[config.mk]
export PLATFORM = sky130hd
export DESIGN_NAME = mem_port_arbiter
export DESIGN_NICKNAME = d
export VERILOG_FILES = /design/src/rtl/mem_port_arbiter.sv
export SDC_FILE = /design/constraint.sdc
export NUM_CORES = 1
export LEC_CHECK = 0
export CELL_PAD_IN_SITES_DETAIL_PLACEMENT = 0
export CELL_PAD_IN_SITES_GLOBAL_PLACEMENT = 1
export CORE_MARGIN = 2
export CORE_UTILIZATION = 32
export DETAILED_ROUTE_END_ITERATION = 8
export PLACE_DENSITY = 0.84
export SETUP_SLACK_MARGIN = 0.4
export SLEW_MARGIN = 20
export SYNTH_ARGS = -nofsm -noshare
export SYNTH_HDL_FRONTEND = slang
export SYNTH_SLANG_ARGS = --single-unit
export TNS_END_PERCENT = 50
[constraint.sdc]
create_clock -name clk -period 5.4 [get_ports clk]
set_input_delay 0.54 -clock clk [delete_from_list [all_inputs] [get_ports clk]]
set_output_delay 0.54 -clock clk [all_outputs]
set_load 0.05 [all_outputs]
[src/rtl/mem_port_arbiter.sv]
// mem_port_arbiter: shares one memory port between IF and DM; DM has priority,
// IF wins after a capped DM streak, and accesses abort after a response timeout.
module mem_port_arbiter #(
  parameter int MAX_STREAK = 3,
  parameter int TIMEOUT = 15
) (
  input  logic        clk,
  input  logic        rst,
  input  logic        if_req,
  input  logic [31:0] if_addr,
  output logic        if_valid,
  output logic [31:0] if_rdata,
  output logic        if_stall,
  input  logic        dm_req,
  input  logic        dm_we,
  input  logic [31:0] dm_addr,
  input  logic [31:0] dm_wdata,
  output logic        dm_valid,
  output logic [31:0] dm_rdata,
  output logic        dm_stall,
  output logic        mem_req,
  output logic        mem_we,
  output logic [31:0] mem_addr,
  output logic [31:0] mem_wdata,
  input  logic        mem_ready,
  input  logic [31:0] mem_rdata,
  output logic        err
);
  localparam int SW = $clog2(MAX_STREAK + 1);
  localparam int TW = $clog2(TIMEOUT + 1);
  localparam logic [1:0] IDLE = 2'd0, BUSY_IF = 2'd1, BUSY_DM = 2'd2;
  logic [1:0] state;
  logic [SW-1:0] streak;
  logic [TW-1:0] tcnt;
  logic pick_dm, done;
  assign if_stall = if_req & ~if_valid;
  assign dm_stall = dm_req & ~dm_valid;
  assign pick_dm = dm_req & (~if_req | (streak != SW'(MAX_STREAK)));
  assign done = mem_ready | (tcnt == TW'(TIMEOUT - 1));
  always_ff @(posedge clk or posedge rst) begin
    if (rst) begin
      state <= IDLE;
      streak <= '0;
      tcnt <= '0;
      mem_req <= 1'b0;
      mem_we <= 1'b0;
      mem_addr <= '0;
      mem_wdata <= '0;
      if_valid <= 1'b0;
      dm_valid <= 1'b0;
      if_rdata <= '0;
      dm_rdata <= '0;
      err <= 1'b0;
    end else begin
      if_valid <= 1'b0;
      dm_valid <= 1'b0;
      if (state == IDLE) begin
        if (dm_req | if_req) begin
          mem_req <= 1'b1;
          tcnt <= '0;
          if (pick_dm) begin
            state <= BUSY_DM;
            mem_addr <= dm_addr;
            mem_we <= dm_we;
            mem_wdata <= dm_wdata;
            streak <= ~if_req ? '0 : (streak == SW'(MAX_STREAK) ? streak : streak + SW'(1));
          end else begin
            state <= BUSY_IF;
            mem_addr <= if_addr;
            mem_we <= 1'b0;
            streak <= '0;
          end
        end
      end else if (done) begin
        // a ready on the final timeout cycle still counts as a normal completion
        state <= IDLE;
        mem_req <= 1'b0;
        mem_we <= 1'b0;
        err <= err | ~mem_ready;
        if (state == BUSY_IF) begin
          if_valid <= 1'b1;
          if_rdata <= mem_ready ? mem_rdata : '0;
        end else begin
          dm_valid <= 1'b1;
          if (!mem_ready) dm_rdata <= '0;
          else if (!mem_we) dm_rdata <= mem_rdata;
        end
      end else begin
        tcnt <= tcnt + TW'(1);
      end
    end
  end
endmodule

======== Yosys cells after proc, flatten, opt, wreduce, memory -nomap -nowiden ========
Cells that the tools add are included.
W data, S select, Z words.
word-level totals
  bits of input ports ..................... 134
  register bits after elaboration ......... 141
cells by class
  multiplexer cells ....................... 26
  $add $sub $neg .......................... 2
  bitwise gates (word level) .............. 13
  reductions and logical operators ........ 10
  eq/ne operators ......................... 8
operator list
  cell                   count
  $mux W32               4
  $mux W2                7
  $mux W1                12
  $mux W4                3
  $reduce_and A3 Y1      3
  $reduce_and A2 Y1      4
  $not A1 Y1             6
  $add A4 B1 Y4 const B  1
  $eq A4 B4 Y1 const B   1
  $ne A2 B1 Y1 const B   2
  $ne A2 B2 Y1 const B   2
  $or A1 B1 Y1           4
  $reduce_and A4 Y1      1
  $and A1 B1 Y1          3
  $ne A3 B3 Y1 const B   1
  $add A2 B1 Y2 const B  1
  $eq A2 B1 Y1 const B   1
  $eq A2 B2 Y1 const B   1
  $logic_not A2 Y1       1
  $reduce_bool A2 Y1     1

======== Longest topological paths before layout ========
  depth after elaboration ................. 6
  mapped depth ............................ 7
  mapped depth without buffers ............ 5

======== Least setup slack after synthesis ========
Ideal clock, no wire load.
  path type ............................... flip-flop to output port
  from .................................... reg dm_valid
  to ...................................... out dm_stall
  data required time ...................... 4860 ps
  buffers on the path ..................... 0
  setup slack ............................. 3542 ps
  cell stages (with the launch flop) ...... 2
  data arrival time ....................... 1318 ps
  cells stage by stage .................... dfrtp_1 nor2b_1
on the way
  longest elaborated chain between the ends .. 2
RTL lines
  what                    RTL line  RTL
  start, declared         18        output logic dm_valid,
  start signal, assigned  50        dm_valid <= 1'b0;
  start signal, assigned  56        dm_valid <= 1'b0;
  start signal, assigned  84        dm_valid <= 1'b1;
  $not A1 Y1              37        assign dm_stall = dm_req & ~dm_valid;
  $and A1 B1 Y1           37
  end, declared           20        output logic dm_stall,
Every way passes these cells.

======== Worst setup path after layout ========
  from .................................... in dm_req
  to ...................................... out dm_stall
on the way
  longest elaborated chain between the ends .. 1
RTL lines
  what             RTL line  RTL
  start, declared  14        input logic dm_req,
  $and A1 B1 Y1    37
Every way passes these cells.

==> flow_summary.ini <==
[sta]
min_period_ns = 2.69
max_clock_freq_ghz = 0.371
clock_skew_ns = 0.0101
rsz0062_at_grt = no
tightest_slew_ns = 0.868
min_period_over_period_pct = 49.9
setup-tns-final_ns = 0
finalHoldViolations = 0
finalSetupViolCount = 0
slew_viol_final = 0
slew-limit-headroom_pct = 42.1

[clocking]
worst_skew_pair.late_latency_ns = 0.41
path_clk_slew_ns = 0.06
post_cts_buffers = 0
tritoncts = built
cts-root-buf = clkbuf_16
cts_buffers = 17
clockBufferDepth = 2
h-tree-depth = 4
post_cts_resized = 0
cts.sinks = 141
cts_hold_repair.buffers = 0

[yosys]
synth_top_area_share_pct = 60.8
synthDistinctLibCells = 38
synth_fa_ha_area_share_pct = 0.647
synthTopCellsByArea = dfrtp_1, mux2_2, a221o_1
syn_inst = 448
synth_ff_type = dfrtp_1
ys_async_sr_fraction_pct = 100
synth_compound_area_share_pct = 16.8
syn_area_mm2 = 0.00580
yosys.area_share.simple_pct = 4.70
synthMuxAreaShare_pct = 11.7
synth_largest_area_cell = dfrtp_1
ys_seq_area_share_pct = 60.8
synth-seq-cells = 141
postSynthAreaPerCell_um2 = 13.0
synth-warning-count = 0
syn_nets = 585
synth_xor_area_share_pct = 0.151
synth_top_family_by_area = compound AO/OA/AOI/OAI gates
synth-edff-count = 0

[critical_path]
r2r_end = mem_wdata[18]$_DFFE_PP0P_
start_kind = input port
cp_cell_sequence = clkdlybuf4s50_1 -> nor2b_1 -> clkdlybuf4s50_1
worst-path-max-fanout = 6
reg2regPathDepth = 4
rrSetupSlack_ns = 3.38
arrival_ns = 2.15
required_ns = 4.86
crit_path_frequent_cell = clkdlybuf4s50_1
crit_type = in2out
crit_path_top_delay_cell = clkdlybuf4s50_1
max_stage_delay_ns = 0.86
r2r-start = streak[0]$_DFFE_PP0P_
endpoint_kind = output port

[drt]
wire_per_inst_um = 18.0
drc = 0
avgViaCountPerCell = 4.94
drtIter0Drc = 209
num_vias = 4698
routed_wl_um = 17100
firstDrtPassIters = 4
detail-route-antenna-nets = 0

[final_layout]
fin_cells = 951
n_antenna_cell = 0
final_cell_mix = clkdlybuf4s50_1, dfrtp_1, nand2_1
area_delta_synth_final_pct = 60.5
final_common_cell = clkdlybuf4s50_1
drive_gt1_share_pct = 11.1
nets = 846

[min_path]
hp-start = err$_DFFE_PP0P_
min_path_cells = 1
hp-class = reg2reg
whs_endpoint = err$_DFFE_PP0P_

[die]
die_area_mm2 = 0.0192
core_area_mm2 = 0.0179
die_w_um = 139
floorplan.initialDensity_pct = 32.4
ioPinCount = 269
rows = 49
die_y_um = 139

[global_route]
antenna_found_initial = 0
grt_use_total_pct = 18.1
grt_pass1_wl_um = 27900
grt_max_degree = 97
grt_overflow = 0
grt_pass1_vias = 5074

[place]
gp_congestion = 0.819
hpwlAfterDp_um = 11800
port_buffers = 268
dpl.cell_count = 919

[power]
leakagePower_nw = 3.94
p_per_area_mw_per_mm2 = 729
ir_drop_mv = 0.471

[job]
drv_cap = 0

[run_status]
status = complete, no violations
==> stage by stage <==
stage | util, % | setup slack, ns | cell area (um2) | power [W] | hold WS, ns
3_3_place_gp | 48.4 | 2.50 | 8670 | 0.00549 | 0.471
5_1_grt | 52.0 | 2.64 | 9310 | 0.00711 | 0.505
2_1_floorplan | - | 1.08 | 5800 | 0.00423 | 0.452
4_1_cts | 52.0 | 2.70 | 9310 | 0.00686 | 0.493
3_5_place_dp | 48.4 | 2.37 | 8670 | 0.00555 | 0.476
6_report | 52.0 | 2.71 | 9310 | 0.00679 | 0.485
==> flip-flops by register name, summed over array words and instances (netlist names) <==
name	count
if_rdata	32
tcnt	4
err	1
if_valid	1
dm_rdata	32
mem_addr	32
streak	2
dm_valid	1
state	2
mem_we	1
mem_wdata	32
mem_req	1
==> how the worst max path moves through the flow <==
| stage | start | endpoint | slack (ns) | cells past startpoint |
|---|---|---|---|---|
| after floorplan | rst | dm_rdata[0]$_DFFE_PP0P_ | 1.08 | 1 |
| after global placement | mem_ready | dm_rdata[1]$_DFFE_PP0P_ | 2.50 | 5 |
| after detailed placement | mem_ready | dm_rdata[8]$_DFFE_PP0P_ | 2.37 | 5 |
| after CTS | dm_req | dm_stall | 2.70 | 3 |
| after global routing | dm_req | dm_stall | 2.64 | 3 |
| final | dm_req | dm_stall | 2.71 | 3 |
==> final cells by class <==
type / instances / area [um2]
Multi-Input combinational cell: 239 / 1990
Clock inverter: 14 / 205
Tap cell: 229 / 287
Fill cell: 1523 / 8590
Clock buffer: 18 / 439
Sequential cell: 141 / 3530
Timing Repair Buffer: 274 / 2730
Inverter: 36 / 140
==> report_power, final <==
part / total [W] / internal, W / switching, W
clock: 0.00127 / 0.000795 / 0.000472
sequential: 0.00185 / 0.00156 / 0.000299
combinational: 0.00367 / 0.00130 / 0.00237
==> worst max-delay path, delay by kind of cell <==
family / cells / cell delay (ns)
buffers and inverters: 2 / 1.42
AND/OR/NAND/NOR: 1 / 0.18
==> Yosys cell counts, types with 2 or more instances <==
cell	n
dfrtp_1	141
nor2b_1	4
a221o_1	32
nand2_1	36
nand3_1	2
nor2_1	2
a32o_1	2
o221ai_1	3
clkbuf_1	13
nand2b_1	2
a21boi_0	33
inv_1	36
mux2i_1	32
ha_1	3
buf_6	2
buf_2	14
a22o_1	32
o21bai_1	2
buf_4	3
o21ai_0	5
mux2_2	32
==> per-layer routing <==
layer,up-vias,part of all wire (%),GRT usage (%)
met5,-,0,0
met4,0,1.2,5.53
met3,17,8.0,6.49
met2,200,48,29.5
met1,2354,42,22.7
li1,2127,-,-
==> kinds of logic (layout without fill, tap and decap cells) <==
kind of cell / count (synthesis) / in the layout
fa+ha+maj: 3 / 3
flops: 141 / 141
simple gates: 56 / 56
xor+xnor: 1 / 1
compound gates: 115 / 115
mux: 64 / 64
buf+inv: 68 / 342
Power figures use the tool's default switching activity.
